===== config.mk =====
export PLATFORM = sky130hd
export DESIGN_NAME = rr_decode_arbiter
export DESIGN_NICKNAME = d
export VERILOG_FILES = /design/src/rtl/rr_decode_arbiter_pkg.sv /design/src/rtl/rr_decode_arbiter_dec.sv /design/src/rtl/rr_decode_arbiter.sv
export SDC_FILE = /design/constraint.sdc
export NUM_CORES = 1
export LEC_CHECK = 0
export CORE_AREA = 8 8 45 47
export CTS_BUF_LIST = sky130_fd_sc_hd__clkbuf_2
export CTS_CLUSTER_SIZE = 40
export DETAILED_ROUTE_END_ITERATION = 8
export DIE_AREA = 0 0 53 55
export PLACE_DENSITY = 0.7
export SLEW_MARGIN = 20
export SYNTH_ARGS = -nofsm -noshare
export SYNTH_HDL_FRONTEND = slang
export SYNTH_SLANG_ARGS = --single-unit

===== constraint.sdc =====
create_clock -name clk -period 2.2 [get_ports clk]
set_input_delay 0.44 -clock clk [delete_from_list [all_inputs] [get_ports clk]]
set_output_delay 0.44 -clock clk [all_outputs]
set_load 0.005 [all_outputs]

===== src/rtl/rr_decode_arbiter_pkg.sv =====
// rr_decode_arbiter_pkg: shared state encoding and widths for the round-robin arbiter
package rr_decode_arbiter_pkg;
    localparam int NUM_REQ = 4;
    localparam int IDX_W = 2;
    localparam int CNT_W = 3;
    typedef enum logic {IDLE = 1'b0, GRANT = 1'b1} state_t;
endpackage


===== src/rtl/rr_decode_arbiter_dec.sv =====
// rr_decode_arbiter_dec: 2-to-4 one-hot decoder with enable
module rr_decode_arbiter_dec
    import rr_decode_arbiter_pkg::*;
(
    input  logic [IDX_W-1:0]   in,
    input  logic               enable,
    output logic [NUM_REQ-1:0] out
);
    assign out = enable ? {{(NUM_REQ-1){1'b0}}, 1'b1} << in : '0;
endmodule


===== src/rtl/rr_decode_arbiter.sv =====
// rr_decode_arbiter: 4-way round-robin arbiter with bounded hold and decoded one-hot grant
module rr_decode_arbiter
    import rr_decode_arbiter_pkg::*;
#(
    parameter int HOLD_MAX = 4
) (
    input  logic               clk,
    input  logic               rst_n,
    input  logic [NUM_REQ-1:0] req,
    input  logic               done,
    output logic [NUM_REQ-1:0] gnt,
    output logic [IDX_W-1:0]   gnt_idx,
    output logic               busy
);
    state_t state, state_n;
    logic [IDX_W-1:0] ptr, ptr_n, gnt_idx_n, sel;
    logic [CNT_W-1:0] cnt, cnt_n;
    logic found, leave;

    // first set request at or after ptr, wrapping modulo NUM_REQ
    always_comb begin
        sel = ptr;
        found = 1'b0;
        for (int k = 0; k < NUM_REQ; k++) begin
            if (!found && req[ptr + IDX_W'(k)]) begin
                sel = ptr + IDX_W'(k);
                found = 1'b1;
            end
        end
    end

    assign leave = done || !req[gnt_idx] || cnt == CNT_W'(HOLD_MAX - 1);
    assign busy = state == GRANT;

    always_comb begin
        state_n = state;
        ptr_n = ptr;
        cnt_n = cnt;
        gnt_idx_n = gnt_idx;
        if (state == IDLE) begin
            if (|req) begin
                state_n = GRANT;
                gnt_idx_n = sel;
                cnt_n = '0;
            end
        end else if (leave) begin
            state_n = IDLE;
            ptr_n = gnt_idx + IDX_W'(1);
            cnt_n = '0;
        end else begin
            cnt_n = cnt + CNT_W'(1);
        end
    end

    always_ff @(posedge clk or negedge rst_n) begin
        if (!rst_n) begin
            state <= IDLE;
            ptr <= '0;
            cnt <= '0;
            gnt_idx <= '0;
        end else begin
            state <= state_n;
            ptr <= ptr_n;
            cnt <= cnt_n;
            gnt_idx <= gnt_idx_n;
        end
    end

    rr_decode_arbiter_dec u_dec (
        .in(gnt_idx),
        .enable(busy),
        .out(gnt)
    );
endmodule


## Word-level counts from Yosys, hierarchy flattened

Index checks and enable logic that the tools add are counted.

| operators by class | value |
|---|---|
| add/sub/neg operators | 5 |
| order comparisons | 5 |
| equal/unequal tests | 1 |
| shift-type cells | 1 |
| multiplexer cells | 23 |
| bitwise gates (word level) | 1 |
| reductions and logical operators | 13 |

Operators with widths:

| cell | number |
|---|---|
| less-than comparator 2 x 3 -> 1 bit (second input constant) | 5 |
| 2-to-1 mux 1 bit | 11 |
| binary-select mux 1 bit (select 2 bit) | 5 |
| 2-to-1 mux 3 bit | 3 |
| 2-to-1 mux 2 bit | 3 |
| adder 2 x 1 -> 2 bit (second input constant) | 2 |
| adder 2 bit (second input constant) | 2 |
| zero test 1 bit | 4 |
| 2-to-1 mux 4 bit | 1 |
| AND reduction 2 bit | 2 |
| OR reduction 4 bit | 1 |
| << shifter 1 x 2 -> 4 bit (first input constant) | 1 |
| adder 3 x 1 -> 3 bit (second input constant) | 1 |
| == test 3 x 2 -> 1 bit (second input constant) | 1 |
| logical AND 1 bit | 3 |
| logical OR 1 bit | 2 |
| nonzero test 2 bit | 1 |
| NOT 1 bit | 1 |

| storage, ports and cells | value |
|---|---|
| flip-flop bits (word level) | 8 |
| output and inout bits | 7 |
| word-level logic and storage cells | 53 |

## Logic depth before layout (Yosys ltp)

| depth | value |
|---|---|
| word-level depth | 12 |
| mapped depth | 6 |

## Hierarchy

A second synthesis with hierarchy kept.

| second synthesis, totals | value |
|---|---|
| cells, all modules | 57 |
| area total of the unflattened synthesis | 578.1 µm² |

Modules (own cells, without submodules):

| module | times used | cells each | area an instance (µm²) | seq. area each (µm²) |
|---|---|---|---|---|
| rr_decode_arbiter | 1 | 53 | 540.5 | 200.2 |
| rr_decode_arbiter_dec | 1 | 4 | 37.5 | 0.0 |

## Worst setup path before layout

OpenSTA, ideal clock, no wires.

| timing | value |
|---|---|
| path type | reg-to-reg |
| from | register cnt[0] |
| to | register ptr[1] |
| library setup time | 0.128 ns |
| arrival | 1.613 ns |
| data required time | 2.072 ns |
| path slack | 0.460 ns |
| cell stages (with the launch flop) | 6 |
| period minus slack after synthesis | 1.740 ns |
| path through | dfrtp_1 > ha_1 > ha_1 > or3b_1 > o221ai_2 > mux2_1 |

| between the ends | value |
|---|---|
| cells in the longest elaborated chain, start to end | 3 |

Ends and longest elaborated chain:

| element | RTL line | text |
|---|---|---|
| start, declared | rr_decode_arbiter.sv:17 | `logic [CNT_W-1:0] cnt, cnt_n;` |
| start signal, assigned | rr_decode_arbiter.sv:64 | `cnt <= cnt_n;` |
| == test 3 x 2 -> 1 bit | rr_decode_arbiter.sv:32 | `assign leave = done \|\| !req[gnt_idx] \|\| cnt == CNT_W'(HOLD_MAX - 1);` |
| logical OR 1 bit | rr_decode_arbiter.sv:32 |  |
| AND reduction 2 bit (no line) | -- |  |
| end signal, assigned | rr_decode_arbiter.sv:63 | `ptr <= ptr_n;` |
| end, declared | rr_decode_arbiter.sv:16 | `logic [IDX_W-1:0] ptr, ptr_n, gnt_idx_n, sel;` |

Every way passes these cells.
A chain may end at the register's enable or synchronous reset.

## Worst setup path in the final report

| timing | value |
|---|---|
| from | register gnt_idx[0] |
| to | output gnt[2] |

| between the ends | value |
|---|---|
| cells in the longest elaborated chain, start to end | 2 |

Ends and longest elaborated chain:

| element | RTL line | text |
|---|---|---|
| start, declared | rr_decode_arbiter.sv:12 | `output logic [IDX_W-1:0] gnt_idx,` |
| start signal, assigned | rr_decode_arbiter.sv:65 | `gnt_idx <= gnt_idx_n;` |
| << shifter 1 x 2 -> 4 bit | rr_decode_arbiter_dec.sv:9 | `assign out = enable ? {{(NUM_REQ-1){1'b0}}, 1'b1} << in : '0;` |
| 2-to-1 mux 4 bit | rr_decode_arbiter_dec.sv:9 |  |
| end, declared | rr_decode_arbiter.sv:11 | `output logic [NUM_REQ-1:0] gnt,` |

Every way passes these cells.

==> flow_metrics.tcl <==
set metrics [dict create \
    run_status "finished, final reports clean" \
    avgSynthCellArea_um2 9.41 \
    cts-root-buf "clkbuf_2" \
    io_buffers 13 \
    yosys_warnings 0 \
    ctsHoldBuffers 0 \
    final_common_cell "clkdlybuf4s50_1" \
    worst_ep_required_time_ns 1.76 \
    most-common-layout-cells "clkdlybuf4s50_1, dfrtp_1, nand2_1, o21ai_0, ha_1" \
    endpoint_kind "output pin" \
    met3_usage 0.0348 \
    ys_types 22 \
    cts_tree "built" \
    clock_skew_ns 0.0154 \
    htree_num_levels 1 \
    num_rows 14 \
    netlist_area_um2 546 \
    critPathKind "reg -> out" \
    cp.arrival_ns 1.59 \
    tns_ns 0 \
    critPathBufInv 2 \
    critPathMaxStageDelay_ns 0.50 \
    route.detailed.drc 0 \
    rsz0062_at_grt "false" \
    cts_resized 0 \
    hold_class "in -> async" \
    grt_busiest_layer "met2" \
    setup_slack_ns 0.167 \
    start_util 0.394 \
    ios 14 \
    area_growth_pct 29.8 \
    synth_seq_area_share 0.367 \
    cp_top_family "buffers and inverters" \
    core_mm2 0.00138 \
    clock-sinks 8 \
    slew_headroom 0.765 \
    track_usage 0.0891 \
    clk_pin_slew_ns 0.08 \
    cts_made_buffers 3 \
    gp_congestion 0.842 \
    drt-pass1-iter-count 4 \
    viasPerCell 5.26 \
    dp_slack_ns 0.269 \
    fin_crit_ns 2.03 \
    netlist_instances 58 \
    worstPathCellList "inv_1, ha_1, and2_1, clkdlybuf4s50_1" \
    fp.dieArea_mm2 0.00292 \
    ant_nets 0 \
    cap_viol_max_count 0 \
    start_kind "flop" \
    wirelength_um 1130 \
    use_met1 0.104 \
    finalCritPeriodShare 0.924 \
    grt_pass1_wl_um 1960 \
    grt_max_degree 12 \
    peakVddDrop_v 0.000429 \
    drt_iter0_markers 11 \
    vias 468 \
    max_slew.worst_pin.slew_ns 0.352 \
    syn_nets 71 \
    max_freq_mhz 492 \
    setup_violations 0 \
    crit_fanout 7 \
    die_y_um 55 \
    drive_gt1_frac 0.0959 \
    n_antenna_cell 0 \
    dp_hpwl_um 947 \
    grt_use_met2 0.139 \
    ys_ff_latch 8 \
    wire_per_inst_um 12.6 \
    crit_path_top_delay_cell "clkdlybuf4s50_1" \
    leakagePower_uw 0.000302 \
    ctsLongestPathBuffers 2 \
    grt_antenna_before_repair 0 \
    post_cts_buffers 0 \
    p_per_area_mw_per_mm2 1080 \
    die_w_um 53 \
    insertion_delay_ns 0.23 \
    hold_violations 0 \
    grt_overflow 0 \
    slew_viol_final 0 \
    final_nets 88 \
    grt_pass1_vias 440 \
]
[final timing paths]
check | from | to | slack [ns] | depth (start not counted)
max | gnt_idx[0]$_DFFE_PN0P_ | gnt[2] | 0.17 | 4
min | rst_n | cnt[2]$_DFFE_PN0P_ | 0.47 | 1
max reg2reg | cnt[0]$_DFFE_PN0P_ | ptr[1]$_DFFE_PN0P_ | 0.34 | 5
min reg2reg | cnt[0]$_DFFE_PN0P_ | cnt[0]$_DFFE_PN0P_ | 0.49 | 1
max in group asynchronous | rst_n | gnt_idx[0]$_DFFE_PN0P_ | 1.45 | 1
min in group clk | cnt[0]$_DFFE_PN0P_ | cnt[0]$_DFFE_PN0P_ | 0.49 | 1
[through the flow]
stage / instance area [um^2] / cells / hold slack (ns) / power (uW) / utilization
6_report: 708 / 89 / 0.472 / 763 / 0.512
5_1_grt: 708 / 89 / 0.456 / 844 / 0.512
3_3_place_gp: 692 / 86 / 0.472 / 680 / 0.500
2_1_floorplan: 546 / 58 / 0.144 / 493 / -
3_5_place_dp: 692 / 86 / 0.479 / 688 / 0.500
4_1_cts: 707 / 89 / 0.479 / 772 / 0.511
[layout make-up]
cell class	instances	area, um^2
multi-input combinational	45	327
sequential	8	201
fill	133	676
clock buffer	3	15.0
inverter	4	15.0
tap	16	20.0
timing repair buffer	13	130
[kinds of logic (layout without fill, tap and decap cells)]
family	after synthesis	after routing	share of synthesized area
and+or+nand+nor	19	19	0.204
AOI/OAI and AO/OA	17	17	0.200
DFF	8	8	0.367
adders and majority gates	6	6	0.138
buffers and inverters	5	20	0.0344
muxes	3	3	0.0573
[registers in the layout, summed over array words and instances, names as in the netlist]
name     flops
gnt_idx      2
ptr          2
busy         1
cnt          3
[synth_stat cells]
library cell	instances	share of area
nor4_2	1	0.023
mux2_1	1	0.021
or3_4	1	0.021
or3b_1	1	0.016
o21ai_0	6	0.055
nor2_1	2	0.014
o22ai_1	2	0.023
and2_1	4	0.046
mux2i_1	2	0.037
ha_1	6	0.14
inv_1	4	0.028
clkbuf_1	1	0.0069
o22a_1	1	0.016
a32o_1	1	0.018
a21oi_1	2	0.018
o21ai_1	3	0.028
o221ai_2	1	0.028
nand2_1	6	0.041
dfrtp_1	8	0.37
nor2b_1	3	0.034
nor3_1	1	0.0092
a211oi_1	1	0.014
[where the power goes]
part	switching, uW	total, uW	internal (uW)	leakage (uW)
Clock	45.7	82.8	37.1	0.0000125
Combinational	161	384	223	0.000191
Sequential	91.7	297	205	0.0000986
Total	298	763	465	0.000302
[metal layers]
metal	part of all wire	vias up	routed length (um)
met3	0.060	0	68
met5	0	-	0
met4	0	0	0
li1	-	239	-
met1	0.44	216	496
met2	0.50	13	561
(Power assumes the default switching activity.)
